File: src/rtl/shiftreg_universal_param_if.sv
// Control/data bundle for the universal shift register: master drives ops, slave returns state.
// Pure wiring, no latency; no backpressure, the en signal is the only flow control.
interface shiftreg_universal_param_if #(
  parameter int WIDTH = 4,
  parameter int DEPTH = 4
);
  localparam int CW = $clog2(DEPTH + 1);

  logic                   en;
  logic [2:0]             mode;
  logic [WIDTH-1:0]       sin_r;
  logic [WIDTH-1:0]       sin_l;
  logic [WIDTH*DEPTH-1:0] pload;
  logic [WIDTH*DEPTH-1:0] q;
  logic [WIDTH-1:0]       sout_r;
  logic [WIDTH-1:0]       sout_l;
  logic [CW-1:0]          fill;
  logic                   full;

  modport master (
    output en, mode, sin_r, sin_l, pload,
    input  q, sout_r, sout_l, fill, full
  );

  modport slave (
    input  en, mode, sin_r, sin_l, pload,
    output q, sout_r, sout_l, fill, full
  );
endinterface

File: src/rtl/shiftreg_universal_param.sv
// DEPTH x WIDTH universal shift register (shift/rotate/load/clear) with saturating fill count.
// All outputs registered, one edge per operation; no backpressure, en=0 holds everything.
module shiftreg_universal_param #(
  parameter int WIDTH = 4,
  parameter int DEPTH = 4
) (
  input  logic                        clock,
  input  logic                        clear,
  shiftreg_universal_param_if.slave   bus
);
  localparam int CW = $clog2(DEPTH + 1);
  localparam int N  = WIDTH * DEPTH;

  typedef enum logic [2:0] {
    M_HOLD = 3'b000,
    M_SHR  = 3'b001,
    M_SHL  = 3'b010,
    M_ROR  = 3'b011,
    M_ROL  = 3'b100,
    M_LOAD = 3'b101,
    M_CLR  = 3'b110,
    M_RSVD = 3'b111
  } mode_e;

  logic [N-1:0]  r_q;
  logic [CW-1:0] r_fill;
  logic          r_full;

  logic [N-1:0]  w_q_nxt;
  logic [CW-1:0] w_fill_nxt;
  logic [CW-1:0] w_fill_inc;

  // Saturates at DEPTH so a long delay-line run never wraps back to empty.
  assign w_fill_inc = (r_fill == CW'(DEPTH)) ? r_fill : r_fill + 1'b1;

  always_comb begin
    w_q_nxt    = r_q;
    w_fill_nxt = r_fill;
    if (bus.en) begin
      case (mode_e'(bus.mode))
        M_SHR: begin
          w_q_nxt    = {bus.sin_r, r_q[N-1:WIDTH]};
          w_fill_nxt = w_fill_inc;
        end
        M_SHL: begin
          w_q_nxt    = {r_q[N-WIDTH-1:0], bus.sin_l};
          w_fill_nxt = w_fill_inc;
        end
        M_ROR:  w_q_nxt = {r_q[WIDTH-1:0], r_q[N-1:WIDTH]};
        M_ROL:  w_q_nxt = {r_q[N-WIDTH-1:0], r_q[N-1 -: WIDTH]};
        M_LOAD: begin
          w_q_nxt    = bus.pload;
          w_fill_nxt = CW'(DEPTH);
        end
        M_CLR: begin
          w_q_nxt    = '0;
          w_fill_nxt = '0;
        end
        default: ; // hold and the reserved code both leave state untouched
      endcase
    end
  end

  always_ff @(posedge clock or negedge clear) begin
    if (!clear) begin
      r_q    <= '0;
      r_fill <= '0;
      r_full <= 1'b0;
    end else begin
      r_q    <= w_q_nxt;
      r_fill <= w_fill_nxt;
      r_full <= (w_fill_nxt == CW'(DEPTH));
    end
  end

  assign bus.q      = r_q;
  assign bus.sout_r = r_q[WIDTH-1:0];
  assign bus.sout_l = r_q[N-1 -: WIDTH];
  assign bus.fill   = r_fill;
  assign bus.full   = r_full;
endmodule

File: src/flat_wrapper.sv
// flat-port wrapper written by rule: the top's interface ports become plain ports
module shiftreg_universal_param_flat 
#(
  parameter int WIDTH = 4,
  parameter int DEPTH = 4
)
  (clock, clear, bus_en, bus_mode, bus_sin_r, bus_sin_l, bus_pload, bus_q, bus_sout_r, bus_sout_l, bus_fill, bus_full);
  shiftreg_universal_param_if #(.WIDTH(WIDTH), .DEPTH(DEPTH)) bus_i ();
  input  logic clock;
  input  logic clear;
  input wire logic [$bits(bus_i.en)-1:0] bus_en;
  input wire logic [$bits(bus_i.mode)-1:0] bus_mode;
  input wire logic [$bits(bus_i.sin_r)-1:0] bus_sin_r;
  input wire logic [$bits(bus_i.sin_l)-1:0] bus_sin_l;
  input wire logic [$bits(bus_i.pload)-1:0] bus_pload;
  output wire logic [$bits(bus_i.q)-1:0] bus_q;
  output wire logic [$bits(bus_i.sout_r)-1:0] bus_sout_r;
  output wire logic [$bits(bus_i.sout_l)-1:0] bus_sout_l;
  output wire logic [$bits(bus_i.fill)-1:0] bus_fill;
  output wire logic [$bits(bus_i.full)-1:0] bus_full;
  assign bus_i.en = bus_en;
  assign bus_i.mode = bus_mode;
  assign bus_i.sin_r = bus_sin_r;
  assign bus_i.sin_l = bus_sin_l;
  assign bus_i.pload = bus_pload;
  assign bus_q = bus_i.q;
  assign bus_sout_r = bus_i.sout_r;
  assign bus_sout_l = bus_i.sout_l;
  assign bus_fill = bus_i.fill;
  assign bus_full = bus_i.full;
  shiftreg_universal_param #(.WIDTH(WIDTH), .DEPTH(DEPTH)) u_core (.clock(clock), .clear(clear), .bus(bus_i));
endmodule
File: config.mk
export PLATFORM = sky130hd
export DESIGN_NAME = shiftreg_universal_param_flat
export DESIGN_NICKNAME = d
export VERILOG_FILES = /design/src/rtl/shiftreg_universal_param_if.sv /design/src/rtl/shiftreg_universal_param.sv /design/src/flat_wrapper.sv
export SDC_FILE = /design/constraint.sdc
export NUM_CORES = 1
export LEC_CHECK = 0
export ABC_CLOCK_PERIOD_IN_PS = 1250
export CORE_MARGIN = 10
export CORE_UTILIZATION = 40
export CTS_CLUSTER_DIAMETER = 200
export DETAILED_ROUTE_END_ITERATION = 7
export DONT_BUFFER_PORTS = 1
export GPL_TIMING_DRIVEN = 1
export HOLD_SLACK_MARGIN = 0.03
export PLACE_DENSITY_LB_ADDON = 0.25
export SETUP_SLACK_MARGIN = 0.15
export SLEW_MARGIN = 20
export SYNTH_ARGS = -nofsm -noshare
export SYNTH_HDL_FRONTEND = slang
export SYNTH_SLANG_ARGS = --single-unit
File: constraint.sdc
create_clock -name clock -period 1.25 [get_ports clock]
set_input_delay 0.25 -clock clock [delete_from_list [all_inputs] [get_ports clock]]
set_output_delay 0.25 -clock clock [all_outputs]
set_load 0.03 [all_outputs]
# Yosys cells after proc, flatten, opt, wreduce, memory -nomap -nowiden
# Cells that the tools add are included.
[totals]
register_bits = 20
elab_cells = 19
[classes]
n_reduce_logical = 3
eq_ne = 8
muxes = 4
n_addsub = 1
[ops]
columns = ["operator", "n"]
rows = [
  ["16-bit one-hot mux with 6 select lines", 1],
  ["3-bit == test (second input constant)", 5],
  ["3-bit one-hot mux with 3 select lines", 1],
  ["3-bit by 2-bit == test with 1-bit output (second input constant)", 2],
  ["3-bit 2-to-1 mux", 2],
  ["6-bit nonzero test", 1],
  ["3-bit by 1-bit adder with 3-bit output (second input constant)", 1],
  ["3-bit by 1-bit == test with 1-bit output (second input constant)", 1],
  ["2-bit AND reduction", 1],
  ["2-bit OR reduction", 1],
]

# Logic depth before layout (Yosys ltp)
# Gate-level depths: netlist of run 1.
[logic_depth]
depth_word = 5
ltp_mapped = 6
depth_no_buf = 6

# Least setup slack after synthesis of run 1
# No wires, ideal clock.
[synth_path]
path_type = "reg2reg"
from = "register u_core.r_fill[0] (netlist: u_core.bus.fill[0])"
to = "register u_core.r_full (netlist: u_core.bus.full)"
path_slack_ns = -0.306
required_time_ns = 1.119
setup_ns = 0.131
t_arrival_ns = 1.425
stages_incl_launch_ff = 7
period_less_slack_ns = 1.556
path_cell_list = "dfrtp_1 > inv_1 > ha_1 > and3b_1 > o21ai_0 > a21boi_0 > a211oi_1"
[synth_via]
elab_chain_len = 5
word_cells_on_any_way = 6
cone_classes = "add/sub: 1; eq/ne: 2; mux: 3"
[synth_rtl]
columns = ["element", "line", "text"]
rows = [
  ["start: declaration", "shiftreg_universal_param.sv:26", "logic [CW-1:0] r_fill;"],
  ["start signal: assignment", "shiftreg_universal_param.sv:71", "r_fill <= w_fill_nxt;"],
  ["3-bit by 1-bit adder with 3-bit output or 3-bit == test (tied branches)", "shiftreg_universal_param.sv:34", "assign w_fill_inc = (r_fill == CW'(DEPTH)) ? r_fill : r_fill + 1'b1;"],
  ["3-bit 2-to-1 mux", "shiftreg_universal_param.sv:34", ""],
  ["3-bit one-hot mux with 3 select lines", "shiftreg_universal_param.sv:40", "case (mode_e'(bus.mode))"],
  ["3-bit 2-to-1 mux (*)", "shiftreg_universal_param.sv:39", "if (bus.en) begin"],
  ["3-bit == test (*)", "shiftreg_universal_param.sv:72", "r_full <= (w_fill_nxt == CW'(DEPTH));"],
  ["end signal: assignment", "shiftreg_universal_param.sv:72", ""],
  ["end: declaration", "shiftreg_universal_param.sv:27", "logic r_full;"],
]
# Every way passes the cells marked *; elsewhere a longest branch is shown, timed or not.
# A chain may end at the register's enable or synchronous reset.

# Worst setup path after layout of run 1
[layout_path]
from = "register u_core.r_fill[1] (netlist: u_core.bus.fill[1])"
to = "register u_core.r_full (netlist: u_core.bus.full)"
# Same word-level chain as after synthesis.

==> results.md, run 1 <==
* Via count of the routed design at 1,514
* CP Data Arrival Time at 1540 ps
* Buffers from clock root to sink, at most at 2
* Number of antenna violations at the first check in global routing at 0
* Inserted Clock Buffers at 3
* Sum of net half-perimeters after detailed placement at 3770 um
* Yosys top cell area share at 32.3%
* Row count at 22
* Number of standard cells in the final layout excluding fillers at 249
* Required time reported for the critical path endpoint at 1420 ps
* Wire length of the first global-routing pass at 7910 um
* Clk Tree Root Cell: sky130_fd_sc_hd__clkbuf_8
* Fraction of the cycle the final worst path needs at 110%
* Core footprint at 3720 um2
* Synthesized Nets at 211
* # clock sinks at 20
* Clk pin slew, worst setup/hold paths at 90 ps
* Primary flip-flop cell chosen by synthesis mapping: sky130_fd_sc_hd__dfrtp_1
* Syn Area/Cell at 8.65 um2
* Count of flip-flops with a built-in enable after synthesis at 0
* Sequential cell area fraction in the yosys report at 32.3%
* Dominant cell type by area after synthesis: sky130_fd_sc_hd__dfrtp_1
* Power per standard cell area at 1570 nW/um2
* Ratio of cells with drive above 1 in the final layout at 54.2%
* Worst Max-Slew Pin Slew at 923 ps
* Setup clock skew after layout at 7.35 ps
* Finish-stage setup viols at 2
* Via count of the first global-routing pass at 1,463
* Setup CP Type: reg -> reg
* Kind of start point of the critical path: flop
* Number of iterations in the first detailed-routing pass at 4
* Die area at 6760 um2
* Number of instances in the synthesized netlist at 179
* Pin count of the biggest net entering global routing at 41
* H-tree levels at 1
* Post-route ant nets at 0
* Via density per instance at 6.08
* CTS tree: built
* Final estimated routing congestion in global placement at 0.858
* Die Span Y at 82.2 um
* Most frequent cells after synthesis: sky130_fd_sc_hd__dfrtp_1 (20), sky130_fd_sc_hd__o221ai_1 (16), sky130_fd_sc_hd__o21ai_0 (15), sky130_fd_sc_hd__inv_1 (14), sky130_fd_sc_hd__nand2_1 (13)
* Yosys warns at 0
* Signed area change from the synthesized netlist to the final layout at 41.0%
* Run status: complete, but fails checks
* Worst setup margin at -120 ps
* Fraction of registers with async set/reset at 100%
* Number of input and output port buffers inserted at 0
* Most instantiated library cell after synthesis: sky130_fd_sc_hd__dfrtp_1
* Number of slew-limit violations in the final report at 0
* Total of flip-flops plus latches after synthesis at 20
* Clock insertion delay at the later pin of the skew report at 260 ps
* Reported max-cap violation count at 0
* Final net count at 234
* Number of DRC violations after detailed-routing iteration 0 at 129
* Reported leakage power at 0.887 nW
* Global router's overall resource usage at 15.2%
* Post-synthesis instance area at 1550 um2
* Relative slew margins at 38.4%
* Worst Hold Margin at 85.3 ps
* Hold violation count in the final report at 0
* Worst vdd ir at 0.00104 V
* Failing checks: negative setup slack
* Distinct cells, synth at 37
* Unrepaired setup endpoints after global routing: yes
* Category of the worst setup path capture point: flop
* Ranking of synthesized cells by area: sky130_fd_sc_hd__dfrtp_1 (32%), sky130_fd_sc_hd__o221ai_1 (9.0%), sky130_fd_sc_hd__buf_4 (4.8%)
* Remaining routing DRC violations at 0
* Wirelength per Cell at 21.0 um
* Inst Count DP at 236
* Top-level I/O count at 58
* Pre-CTS setup slack at -117 ps
* GR Overflow Total at 0
* Final Critical Period at 1370 ps
* Largest driver fanout on the critical path at 3
* Die Wd at 82.2 um
* Overall Power at 3.43 mW
* F_max at 730 MHz
* Initial standard-cell utilization of the core at 41.7%
* Min-Delay Path Class: in -> reg
* WL final at 5240 um
* Number of diodes added for antenna fixing at 0
state kept, by name, summed over array words and instances (netlist names):
register         cells
u_core.bus.q        16
u_core.bus.fill      3
u_core.bus.full      1
placed cells by master, fill, tap and decap left out, types with 2 or more instances in the layout:
| master | Yosys | layout |
|---|---|---|
| sky130_fd_sc_hd__a21oi_1 | 9 | 4 |
| sky130_fd_sc_hd__a21oi_2 | 0 | 3 |
| sky130_fd_sc_hd__a21oi_4 | 0 | 2 |
| sky130_fd_sc_hd__a2bb2oi_2 | 0 | 4 |
| sky130_fd_sc_hd__a32oi_1 | 8 | 8 |
| sky130_fd_sc_hd__buf_12 | 0 | 4 |
| sky130_fd_sc_hd__buf_4 | 10 | 14 |
| sky130_fd_sc_hd__buf_6 | 2 | 18 |
| sky130_fd_sc_hd__buf_8 | 0 | 4 |
| sky130_fd_sc_hd__clkbuf_8 | 0 | 4 |
| sky130_fd_sc_hd__dfrtp_1 | 20 | 6 |
| sky130_fd_sc_hd__dfrtp_2 | 0 | 14 |
| sky130_fd_sc_hd__inv_1 | 14 | 2 |
| sky130_fd_sc_hd__inv_2 | 0 | 12 |
| sky130_fd_sc_hd__maj3_2 | 0 | 4 |
| sky130_fd_sc_hd__mux2_4 | 4 | 4 |
| sky130_fd_sc_hd__mux2i_1 | 4 | 4 |
| sky130_fd_sc_hd__nand2_1 | 13 | 12 |
| sky130_fd_sc_hd__nand2b_1 | 7 | 5 |
| sky130_fd_sc_hd__nand2b_4 | 0 | 2 |
| sky130_fd_sc_hd__nand3_1 | 7 | 7 |
| sky130_fd_sc_hd__nor2_1 | 4 | 4 |
| sky130_fd_sc_hd__nor2b_1 | 2 | 2 |
| sky130_fd_sc_hd__o21a_1 | 4 | 4 |
| sky130_fd_sc_hd__o21ai_0 | 15 | 6 |
| sky130_fd_sc_hd__o21ai_1 | 4 | 9 |
| sky130_fd_sc_hd__o21ai_2 | 0 | 2 |
| sky130_fd_sc_hd__o21ai_4 | 0 | 2 |
| sky130_fd_sc_hd__o221ai_1 | 16 | 9 |
| sky130_fd_sc_hd__o221ai_2 | 0 | 7 |
| sky130_fd_sc_hd__or3_1 | 2 | 2 |
critical path, stage by stage, from the launching register on:
cell,delay [ps]
sky130_fd_sc_hd__dfrtp_2,440
sky130_fd_sc_hd__inv_2,90
sky130_fd_sc_hd__ha_4,140
sky130_fd_sc_hd__and3b_1,190
sky130_fd_sc_hd__o21ai_1,130
sky130_fd_sc_hd__a21boi_1,90
sky130_fd_sc_hd__a211oi_1,220
metrics by stage:
stage	utilization, %	TNS, ps	cell area, um2
after floorplan	-	-424	1600
after global placement	46.8	-321	1740
after detailed placement	46.8	-533	1740
final	58.8	-167	2180
after CTS	54.2	-638	2010
after global routing	58.8	-296	2180
cell families (layout without fill, tap and decap cells):
family / count (synthesis) / in the layout / synth area share (%)
mux: 8 / 8 / 6.46
simple gates: 41 / 41 / 13.7
fa+ha+maj: 6 / 6 / 4.20
compound gates: 67 / 67 / 30.5
flops: 20 / 20 / 32.3
buf+inv: 37 / 59 / 12.9
per-layer routing:
layer,wire length (um),track usage [%],up-vias
li1,-,-,706
met1,2170,18.9,743
met2,2520,24.4,57
met3,489,5.29,8
met4,61,4.08,0
met5,0,0,-
final timing paths:
path | slack [ps] | depth (start not counted) | endpoint | start
min | 90 | 1 | u_core.bus.q[11] | bus_en
max in group asynchronous | 430 | 1 | u_core.bus.fill[1] | clear
max reg2reg | -120 | 6 | u_core.bus.full | u_core.bus.fill[1]
max | -120 | 6 | u_core.bus.full | u_core.bus.fill[1]
min reg2reg | 560 | 2 | u_core.bus.q[8] | u_core.bus.q[8]
min in group asynchronous | 190 | 1 | u_core.bus.q[14] | clear
cell type report:
cell class / instances / area [um2]
timing repair buffer: 41 / 460
sequential: 20 / 518
multi-input combinational: 122 / 1040
fill: 310 / 1530
clock buffer: 4 / 55.1
tap: 48 / 60.1
inverter: 14 / 52.6
what timing repair did:
action	in CTS	in global routing
endpoints found under the setup margin	39	61
resized for setup	49	43
buffers inserted	6	2
hold buffers	1	0
pin swaps	21	21
gates cloned	0	0
endpoints found under the hold margin	20	0
report_power, final:
| part | switching (mW) | internal, mW |
|---|---|---|
| clock network | 0.245 | 0.281 |
| registers | 0.202 | 0.817 |
| logic | 0.973 | 0.912 |
| total | 1.42 | 2.01 |
No activity file was read; power rests on OpenSTA's default activity.
==> run 2, diff against run 1 <==
--- a/config.mk
+++ b/config.mk
@@ -8,11 +8,9 @@
 export ABC_CLOCK_PERIOD_IN_PS = 1250
 export CORE_MARGIN = 10
 export CORE_UTILIZATION = 40
-export CTS_CLUSTER_DIAMETER = 200
 export DETAILED_ROUTE_END_ITERATION = 7
 export DONT_BUFFER_PORTS = 1
 export GPL_TIMING_DRIVEN = 1
-export HOLD_SLACK_MARGIN = 0.03
 export PLACE_DENSITY_LB_ADDON = 0.25
 export SETUP_SLACK_MARGIN = 0.15
 export SLEW_MARGIN = 20
==> results of run 2 <==
Same layout as run 1: the final DEF is identical, and so are final timing and power.
